$ cat src/rtl/tap_delay.sv
// Programmable tap delay line: circular buffer with FILL/RUN alignment tracking.
// Optional macro TAP_DELAY_ERR_EN enables the del_err pulse on rejected loads.
module tap_delay #(
    parameter int unsigned WIDTH       = 36,
    parameter int unsigned MAX_DEL     = 16,
    parameter int unsigned DEL_W       = 5,
    parameter int unsigned DEFAULT_DEL = 1
) (
    input  logic             clk,
    input  logic             rst_n,
    input  logic             en,
    input  logic [WIDTH-1:0] din,
    input  logic [DEL_W-1:0] del_sel,
    input  logic             del_load,
    output logic [WIDTH-1:0] dout,
    output logic             dout_vld,
    output logic             del_busy,
    output logic             del_err
);

    localparam int unsigned AW = $clog2(MAX_DEL);
    localparam int unsigned CW = $clog2(MAX_DEL + 1);

    typedef enum logic {
        FILL = 1'b0,
        RUN  = 1'b1
    } state_t;

    state_t           state_q, state_d;
    logic [DEL_W-1:0] del_q, del_d;
    logic [CW-1:0]    cnt_q, cnt_d, cnt_inc;
    logic [AW-1:0]    wp_q, wp_d, wp_inc, rd_idx;
    logic [WIDTH-1:0] dout_q, dout_d, rd_data;
    logic [31:0]      rd_sum;
    logic             load_ok;

    logic [WIDTH-1:0] mem [MAX_DEL];

    // Sample storage; contents are masked by FILL so no reset is needed
    always_ff @(posedge clk) begin
        if (en) begin
            mem[wp_q] <= din;
        end
    end

    // Read tap sits D-1 entries behind the slot being written this edge
    always_comb begin
        rd_sum = 32'(wp_q) + MAX_DEL + 32'd1 - 32'(del_q);
        if (rd_sum >= MAX_DEL) begin
            rd_sum = rd_sum - MAX_DEL;
        end
        rd_idx  = AW'(rd_sum);
        rd_data = (32'(del_q) == 32'd1) ? din : mem[rd_idx];
    end

    assign wp_inc  = (32'(wp_q) == MAX_DEL - 32'd1) ? '0 : wp_q + AW'(1);
    assign cnt_inc = (32'(cnt_q) >= MAX_DEL) ? cnt_q : cnt_q + CW'(1);
    assign load_ok = del_load && (del_sel != '0) && (32'(del_sel) <= MAX_DEL);

    always_ff @(posedge clk or negedge rst_n) begin
        if (!rst_n) begin
            state_q <= FILL;
            del_q   <= DEL_W'(DEFAULT_DEL);
            cnt_q   <= '0;
            wp_q    <= '0;
            dout_q  <= '0;
        end else begin
            state_q <= state_d;
            del_q   <= del_d;
            cnt_q   <= cnt_d;
            wp_q    <= wp_d;
            dout_q  <= dout_d;
        end
    end

    // Next-state: an accepted load always restarts the fill, even with en=0
    always_comb begin
        state_d = state_q;
        del_d   = del_q;
        cnt_d   = cnt_q;
        wp_d    = wp_q;
        dout_d  = dout_q;
        if (en) begin
            wp_d = wp_inc;
        end
        if (load_ok) begin
            del_d   = del_sel;
            cnt_d   = '0;
            state_d = FILL;
            dout_d  = '0;
        end else if (en) begin
            cnt_d = cnt_inc;
            if (state_q == RUN) begin
                dout_d = rd_data;
            end else if (32'(cnt_inc) >= 32'(del_q)) begin
                state_d = RUN;
                dout_d  = rd_data;
            end else begin
                dout_d = '0;
            end
        end
    end

    assign dout     = dout_q;
    assign dout_vld = (state_q == RUN);
    assign del_busy = (state_q == FILL);

`ifdef TAP_DELAY_ERR_EN
    logic err_q;

    always_ff @(posedge clk or negedge rst_n) begin
        if (!rst_n) begin
            err_q <= 1'b0;
        end else begin
            err_q <= del_load && !load_ok;
        end
    end

    assign del_err = err_q;
`else
    assign del_err = 1'b0;
`endif

endmodule

$ cat config.mk
export PLATFORM = sky130hd
export DESIGN_NAME = tap_delay
export DESIGN_NICKNAME = d
export VERILOG_FILES = /design/src/rtl/tap_delay.sv
export SDC_FILE = /design/constraint.sdc
export NUM_CORES = 1
export LEC_CHECK = 0
export CORE_ASPECT_RATIO = 1.5
export CORE_MARGIN = 5
export CORE_UTILIZATION = 57
export CTS_BUF_LIST = sky130_fd_sc_hd__clkbuf_16
export DETAILED_ROUTE_END_ITERATION = 8
export HOLD_SLACK_MARGIN = 0.1
export PLACE_DENSITY = 0.83
export SLEW_MARGIN = 15
export SYNTH_ARGS = -nofsm -noshare
export SYNTH_HDL_FRONTEND = slang
export SYNTH_SLANG_ARGS = --single-unit
export TNS_END_PERCENT = 1
$ cat constraint.sdc
create_clock -name clk -period 5.4 [get_ports clk]
set_clock_uncertainty 0.1 [all_clocks]
set_input_delay 1.08 -clock clk [delete_from_list [all_inputs] [get_ports clk]]
set_output_delay 1.08 -clock clk [all_outputs]
set_load 0.01 [all_outputs]
* After elaboration in Yosys (flattened, before gate mapping)
Memories as Yosys holds them, arrays and structs flattened.
Index checks and enable logic that the tools add are counted.
** Operators by class
- Equality and inequality tests :: 2
- Order comparisons :: 4
- Add/subtract/negate cells :: 6
- Reduce and logical (&&, ||, !) cells :: 4
- Bitwise gates (word level) :: 1
- Mux-type cells :: 16
** Operator list (number)
- two-way mux 36 bit :: 5
- >= comparator 32 x 5 -> 1 bit (second input constant) :: 1
- two-way mux 5 bit :: 3
- two-way mux 4 bit :: 2
- subtractor 7 x 5 -> 8 bit :: 1
- adder 6 x 1 -> 7 bit (second input constant) :: 1
- adder 4 x 5 -> 6 bit (second input constant) :: 1
- two-way mux 1 bit :: 6
- adder 5 x 1 -> 5 bit (second input constant) :: 1
- == test 5 x 1 -> 1 bit (second input constant) :: 1
- >= comparator 5 bit :: 1
- >= comparator 5 bit (second input constant) :: 1
- less-or-equal comparator 5 bit (second input constant) :: 1
- nonzero test 5 bit :: 1
- adder 4 x 1 -> 4 bit (second input constant) :: 1
- == test 4 bit (second input constant) :: 1
- subtractor 4 x 1 -> 4 bit (second input constant) :: 1
- logical AND 1 bit :: 2
- nonzero test 2 bit :: 1
- inverter 1 bit :: 1
** Storage, ports and cells
- Output and inout bits :: 39
- Register bits :: 51
- Memories kept :: 1
- Word-level logic and storage cells :: 39
- Input port bits :: 45
- Bits in writable memories :: 576
** Memory list
- mem :: words 16, bits a word 36, rd ports 1, clocked after Yosys merged registers in 0, write ports 1, RTL line 37 : logic [WIDTH-1:0] mem [MAX_DEL];

* Depth between registers and ports, before layout
Gate-level depths: netlist of run 1.
An unclocked memory read counts as a cell.
- Depth after elaboration :: 11
- Depth in mapped cells :: 11
- Gate-level depth less buffers :: 10

* Worst setup path after synthesis of run 1
Ideal clock, no wire load.
- Path type :: input -> register
- From :: input port en
- To :: memory mem[4][0] (enable)
- Data required time :: 4.903 ns
- Setup slack :: 2.379 ns
- Arrival time :: 2.524 ns
- Stages :: 4
- Path buffers :: 1
- Cell sequence :: buf_1 -> nand2_1 -> nor2_1 -> and2_1
** Between the ends
- Longest elaborated chain between the ends :: 2
** Ends and longest elaborated chain
- from (decl) :: RTL line 11 : input logic en,
- two-way mux 1 bit :: RTL line 41 : if (en) begin
- two-way mux 1 bit (implied by the code) :: RTL line 42 : mem[wp_q] <= din;
- to (decl) :: RTL line 37
Every way passes these cells.

* Worst setup path after layout of run 1
- From :: register wp_q[1]
- To :: register dout_q[26] (netlist: dout[26])
** Between the ends
- Longest elaborated chain between the ends :: 11
- Elaborated cells between the ends (all ways) :: 12
- Those cells by class :: 4 x add/sub; 1 x order compare; 6 x mux; 1 x memory
** Ends and longest elaborated chain
- from (decl) :: RTL line 32 : logic [AW-1:0] wp_q, wp_d, wp_inc, rd_idx;
- from (signal assigned) :: RTL line 71 : wp_q <= wp_d;
- adder 4 x 5 -> 6 bit (*) :: RTL line 48 : rd_sum = 32'(wp_q) + MAX_DEL + 32'd1 - 32'(del_q);
- adder 6 x 1 -> 7 bit (*) :: RTL line 48
- subtractor 7 x 5 -> 8 bit (*) :: RTL line 48
- >= comparator 32 x 5 -> 1 bit or subtractor 4 x 1 -> 4 bit (tied branches) :: RTL line 49, 50
- two-way mux 4 bit (*) :: RTL line 49 : if (rd_sum >= MAX_DEL) begin
- memory read (16 x 36 bit) (*)
- two-way mux 36 bit (*) :: RTL line 53 : rd_data = (32'(del_q) == 32'd1) ? din : mem[rd_idx];
- two-way mux 36 bit :: RTL line 95 : end else if (32'(cnt_inc) >= 32'(del_q)) begin
- two-way mux 36 bit (*) :: RTL line 93 : if (state_q == RUN) begin
- two-way mux 36 bit (*) :: RTL line 91 : end else if (en) begin
- two-way mux 36 bit (*) :: RTL line 86 : if (load_ok) begin
- to (signal assigned) :: RTL line 72 : dout_q <= dout_d;
- to (decl) :: RTL line 33 : logic [WIDTH-1:0] dout_q, dout_d, rd_data;
Mark *: on every way between the ends. The rest lies on a longest branch, timed or not. The select of a mux whose other input is x is not followed.
A chain may end at the register's enable or synchronous reset.

==> flow_summary.json, run 1 <==
{
  "cts.sinks": 627,
  "fmax_ghz": 0.2425,
  "drive_above_1_share_pct": 20.56,
  "clkLatencyLatePin_ns": 0.57,
  "clkSlewWorstSetupHoldPaths_ns": 0.07,
  "cp-end-kind": "flop",
  "r2r_cells": 11,
  "totalWireLength_um": 54120,
  "ios": 84,
  "maxSlewHeadroom_pct": 18.66,
  "hp-class": "reg -> reg",
  "min_from": "dout[3]",
  "wl_per_cell_um": 28.51,
  "worstSetupPathType": "reg -> reg",
  "dieHeight_um": 264.4,
  "cp_cell_sequence": "inv_1 -> ha_1 -> inv_1 -> ha_4 -> fa_2 -> xnor2_1 -> xor2_4 -> buf_12 -> nand2_1 -> and3_1 -> o31ai_1",
  "ys_ff_latch": 627,
  "grt_max_degree": 64,
  "seq_area_frac_synth_pct": 75.53,
  "num_rows": 93,
  "hpwl_um": 27640,
  "crit_cells": 11,
  "final_common_cell": "edfxtp_1",
  "synth_ff_type": "edfxtp_1",
  "p_per_area_nw_per_um2": 563.9,
  "p_total_mw": 15.61,
  "cpMostUsedCell": "inv_1",
  "vias": 12480,
  "drt_iter0_markers": 1309,
  "syn_inst": 1206,
  "post_cts_buffers": 0,
  "synth_nets": 1267,
  "initial_core_util_pct": 57.43,
  "port_buffers": 82,
  "cts-resized-gates": 0,
  "r2r_slack_ns": 1.28,
  "coreArea_sq_um": 42820,
  "mostFrequentLayoutCells": "edfxtp_1, mux4_2, clkdlybuf4s50_1, nand2_1, clkbuf_16",
  "synth.avg_cell_area_sq_um": 20.39,
  "viasPerCell": 6.576,
  "area_delta_synth_final_pct": 12.56,
  "slew_viol_final": 0,
  "final_util_pct": 64.64,
  "path_max_fanout": 43,
  "maxCapViolCount": 0,
  "n_fill_cell": 2748,
  "hold_violations": 0,
  "max_stage_delay_ns": 0.89,
  "cts_buffers": 52,
  "timing.final.crit_share_pct": 76.38,
  "outcome": "complete, no violations",
  "postCtsHoldBufs": 0,
  "multi_input_area_sq_um": 5734,
  "crit_family": "XOR/XNOR gates",
  "fin_hold_ws_ns": 0.3927,
  "synth_warnings": 0,
  "cp.arrival_ns": 4.48,
  "cts_buffer_depth": 3,
  "fin_crit_ns": 4.124,
  "cpMaxStageDelayCell": "xor2_4",
  "gp_congestion": 0.7834,
  "holdPathEnd": "dout[3]",
  "first_pass_iters": 5,
  "layout.nets": 1347,
  "antenna_found_initial": 0,
  "regArea_sq_um": 18570,
  "rr_endpoint": "dout[26]",
  "antennaDiodeCount": 0,
  "peakVddDrop_mv": 0.4880,
  "fin_tns_setup_ns": 0,
  "cts_tree": "built",
  "rr_startpoint": "wp_q[1]",
  "async_flop_share_pct": 8.134,
  "cellLeakagePower_nw": 9.055,
  "grt_usage_pct": 22.83,
  "htree_levels": 2,
  "overflow": 0,
  "clock-root-buffer": "clkbuf_16",
  "crit_path_start_kind": "flop",
  "drtAntennaViolNets": 0,
  "critPathRequiredTime_ns": 5.76,
  "synth-edff-count": 576,
  "synth.distinct_cells": 43,
  "setup_viol": 0,
  "holdPathStages": 2,
  "worst_pin_slew_ns": 1.220,
  "rsz0062_at_grt": "no",
  "dieArea_sq_um": 47480,
  "critPathBufInv": 3,
  "grt_first_pass_wirelength_um": 82770,
  "first_global_vias": 13390,
  "netlist_area_sq_um": 24590,
  "drcViolationCount": 0,
  "die_w_um": 179.6
}
flip-flops by register name, indices dropped and copies added (netlist names):
register and count:
dout_vld 1, wp_q 4, mem 576, cnt_q 5, del_q 5, dout 36
cell type report:
type / instances / area share (%)
flip-flops and latches: 627 / 67.11
multi-input cells: 494 / 20.72
clock buffers: 53 / 4.792
repair buffers: 98 / 3.562
well taps: 570 / 2.577
clock inverters: 43 / 1.071
inverters: 13 / 0.1763
worst reg2reg max path: cells and delay by family, from the launching register on:
| family | cells | cell delay (ns) |
|---|---|---|
| compound gates | 1 | 0.27 |
| buf+inv | 3 | 0.57 |
| flops | 1 | 0.41 |
| simple gates | 2 | 0.32 |
| xor+xnor | 2 | 1.53 |
| fa+ha+maj | 3 | 0.82 |
per-stage QoR:
| stage | cell area, sq um | worst slack (ns) | instances |
|---|---|---|---|
| 2_1_floorplan | 24590 | 2.379 | 1206 |
| 3_3_place_gp | 26050 | 1.450 | 1802 |
| 3_5_place_dp | 26050 | 1.249 | 1802 |
| 4_1_cts | 27670 | 1.313 | 1898 |
| 5_1_grt | 27680 | 1.140 | 1898 |
| 6_report | 27680 | 1.276 | 1898 |
synth_stat cells (3+ instances only):
cell type | count | share of area [%]
mux2_2 | 5 | 0.23
nand2_1 | 78 | 1.2
inv_1 | 13 | 0.20
a211oi_1 | 37 | 1.1
ha_1 | 15 | 0.76
o31ai_1 | 30 | 0.92
a21oi_1 | 7 | 0.14
o31ai_2 | 6 | 0.31
mux4_2 | 144 | 13
and2_0 | 5 | 0.13
buf_2 | 25 | 0.51
and2_1 | 41 | 1.0
nand2b_1 | 3 | 0.076
buf_4 | 3 | 0.092
a32oi_1 | 36 | 1.3
xnor2_1 | 6 | 0.21
dfrtp_1 | 50 | 5.1
nor2_1 | 9 | 0.14
buf_6 | 4 | 0.18
clkbuf_1 | 38 | 0.58
nand3_1 | 4 | 0.081
and3_1 | 44 | 1.1
o21ai_0 | 5 | 0.10
edfxtp_1 | 576 | 70
layer usage:
| metal | part of all wire (%) | track usage (%) | vias up |
|---|---|---|---|
| li1 | - | - | 5116 |
| met1 | 36 | 29.05 | 6576 |
| met2 | 54 | 40.36 | 665 |
| met3 | 6.8 | 3.322 | 124 |
| met4 | 3.4 | 8.593 | 0 |
| met5 | 0 | 0 | - |
how the worst max path moves through the flow:
stage	start	end	slack [ns]
4_1_cts	wp_q[1]	dout[26]	1.31
5_1_grt	wp_q[1]	dout[26]	1.14
3_5_place_dp	del_sel[1]	dout[26]	1.25
6_report	wp_q[1]	dout[26]	1.28
2_1_floorplan	en	mem[4][0]	2.38
3_3_place_gp	del_sel[1]	dout[22]	1.45
report_power, final:
group	switching [mW]	leakage [nW]	total (mW)	internal (mW)
Clock	1.66	0.846	3.63	1.97
Sequential	0.244	5.88	6.08	5.84
Combinational	3.47	2.33	5.89	2.42
kinds of logic (layout without fill, tap and decap cells):
logic type,after synthesis,count (layout),synth area share (%)
other,1,1,0.01525
and+or+nand+nor,191,191,4.045
DFF,627,627,75.53
adders and majority gates,16,16,0.8446
muxes,150,150,13.46
buffers and inverters,85,207,1.593
AOI/OAI and AO/OA,125,125,4.030
xor gates and xnor gates,11,11,0.4834
Power figures use the tool's default switching activity.
==> run 2, diff against run 1 <==
Settings changed: CORE_UTILIZATION 57 to 55, PLACE_DENSITY 0.83 to 0.84.
Clock period 5.4 ns to 3.35 ns, I/O delays scaled along.
==> run 2 against run 1 <==
- non-clock buffer count up 38
- critical path depth is 1 higher
- register-to-register slack got worse by 1.1 ns
- clock-buffer cell count stayed put
- total power up 66%
- global-route usage rose by 1.9 points
- wire length is 11% higher
- core utilization decreased by 1.1 points
- die area up 3.5%
- cell area increased by 2.3%
- critical endpoint is now dout[12]
- largest cell class unchanged
- largest power group is now combinational cells
==> flow_summary.json, run 2 (synthesis results as in run 1) <==
{
  "netSwitchingFraction_pct": 34.82,
  "rsz0062_at_grt": "no",
  "top_register": "mem",
  "p_int_mw": 16.89,
  "clkPwrFrac_pct": 23.1,
  "viasPerCell": 6.713,
  "grt_first_pass_wirelength_um": 89690,
  "drtAntennaViolNets": 0,
  "maxCapViolCount": 0,
  "initial_core_util_pct": 55.17,
  "first_pass_iters": 5,
  "die_w_um": 182.7,
  "clock-root-buffer": "clkbuf_16",
  "p_per_area_nw_per_um2": 914.8,
  "postCtsHoldBufs": 0,
  "num_rows": 95,
  "clkSlewWorstSetupHoldPaths_ns": 0.07,
  "preCtsSetupSlack_ns": -0.1028,
  "overflow": 0,
  "vias": 13110,
  "slew_viol_final": 0,
  "antenna_found_initial": 3,
  "worst_pin_slew_ns": 1.256,
  "path_max_fanout": 24,
  "final_util_pct": 63.53,
  "layout.cells.non_filler": 1953,
  "setup_viol": 0,
  "cts_buffers": 52,
  "ios": 84,
  "hold_violations": 0,
  "cp.arrival_ns": 3.58,
  "final_common_cell": "edfxtp_1",
  "dieHeight_um": 269.0,
  "coreArea_sq_um": 44570,
  "dp_cells": 1852,
  "first_global_vias": 13850,
  "drt_iter0_markers": 1744,
  "htree_levels": 2,
  "crit_path_start_kind": "flop",
  "totalWireLength_um": 60180,
  "worstSetupPathType": "reg -> reg",
  "largest_register_ffs": 576,
  "peakVddDrop_mv": 1.267,
  "dieArea_sq_um": 49130,
  "timing.final.crit_share_pct": 95.10,
  "post_cts_buffers": 0,
  "cts_tree": "built",
  "drive_above_1_share_pct": 23.03,
  "critPathRequiredTime_ns": 3.74,
  "p_sw_mw": 9.021,
  "seqPwrFrac_pct": 37.9,
  "hpwl_um": 29720,
  "mostFrequentLayoutCells": "edfxtp_1, mux4_2, clkdlybuf4s50_1, nand2_1, clkbuf_16",
  "p_comb_share_pct": 39.0,
  "cts_buffer_depth": 3,
  "port_buffers": 82,
  "cts.sinks": 627,
  "layout.nets": 1385,
  "fmax_ghz": 0.3139,
  "fin_crit_ns": 3.186,
  "cellLeakagePower_nw": 9.356,
  "n_fill_cell": 2760,
  "final.setup.worst_slack_ns": 0.1640,
  "clkLatencyLatePin_ns": 0.60,
  "maxSlewHeadroom_pct": 16.08,
  "grt_usage_pct": 24.76,
  "wl_per_cell_um": 30.82,
  "drcViolationCount": 0,
  "outcome": "complete, no violations",
  "hp-class": "in -> async",
  "p_total_mw": 25.91,
  "cts-resized-gates": 0,
  "grt_max_degree": 49,
  "area_delta_synth_final_pct": 15.16,
  "cp-end-kind": "flop",
  "gp_congestion": 0.7675
}
==> run 2: final timing paths <==
kind	from	end	slack, ns	cells past startpoint
setup / recovery	wp_q[1]	dout[12]	0.16	12
setup reg to reg	wp_q[1]	dout[12]	0.16	12
hold reg to reg	dout[2]	dout[2]	0.40	2
max in group asynchronous	rst_n	del_q[0]	2.14	2
min in group clk	dout[2]	dout[2]	0.40	2
hold / removal	rst_n	dout[26]	0.12	1
==> run 2: through the flow <==
step | hold WS (ns) | setup TNS [ns] | instance area (sq um)
2_1_floorplan | 0.2744 | 0 | 24590
3_3_place_gp | 0.3732 | 0 | 26640
3_5_place_dp | 0.3892 | -0.6157 | 26640
4_1_cts | 0.1237 | 0 | 28310
5_1_grt | 0.1500 | 0 | 28320
6_report | 0.1193 | 0 | 28320
==> run 2: power by group through the flow <==
stage          Clock, mW  Sequential, mW  Combinational (mW)
2_1_floorplan          0            9.89                6.21
3_3_place_gp           0            9.90                9.53
3_5_place_dp           0            9.94                9.81
4_1_cts             6.04            9.81                10.1
5_1_grt             6.38            9.86                10.7
6_report            5.99            9.82                10.1
==> run 2: layout make-up <==
| class | instances | area [sq um] | area share, % |
|---|---|---|---|
| Sequential cell | 627 | 18570 | 65.59 |
| Multi-Input combinational cell | 494 | 5725 | 20.22 |
| Timing Repair Buffer | 136 | 1559 | 5.505 |
| Clock buffer | 53 | 1326 | 4.683 |
| Tap cell | 582 | 728.2 | 2.571 |
| Clock inverter | 45 | 350.3 | 1.237 |
| Inverter | 13 | 48.80 | 0.1723 |
| Antenna cell | 3 | 7.507 | 0.02651 |
==> run 2: metal layers <==
layer	part of all wire [%]	GRT usage [%]	wire, um
met5	0	0	0
met4	4.2	10.72	2507
met3	10	4.588	6277
met2	52	42.00	31120
met1	34	31.75	20280
==> run 2: critical path, cell delays in order (launching register included) <==
cell and delay [ns]:
dfrtp_1 0.42, inv_1 0.12, ha_1 0.30, inv_1 0.06
ha_4 0.16, fa_2 0.39, xnor2_1 0.17, buf_4 0.19
xor2_4 0.19, buf_4 0.37, nand2_1 0.11, and3_1 0.21
o31ai_1 0.28
==> run 3, diff against run 2 <==
Settings changed: SLEW_MARGIN 15 to unset.
==> results of run 3 <==
Final layout, timing and power as in run 2 (identical DEF).
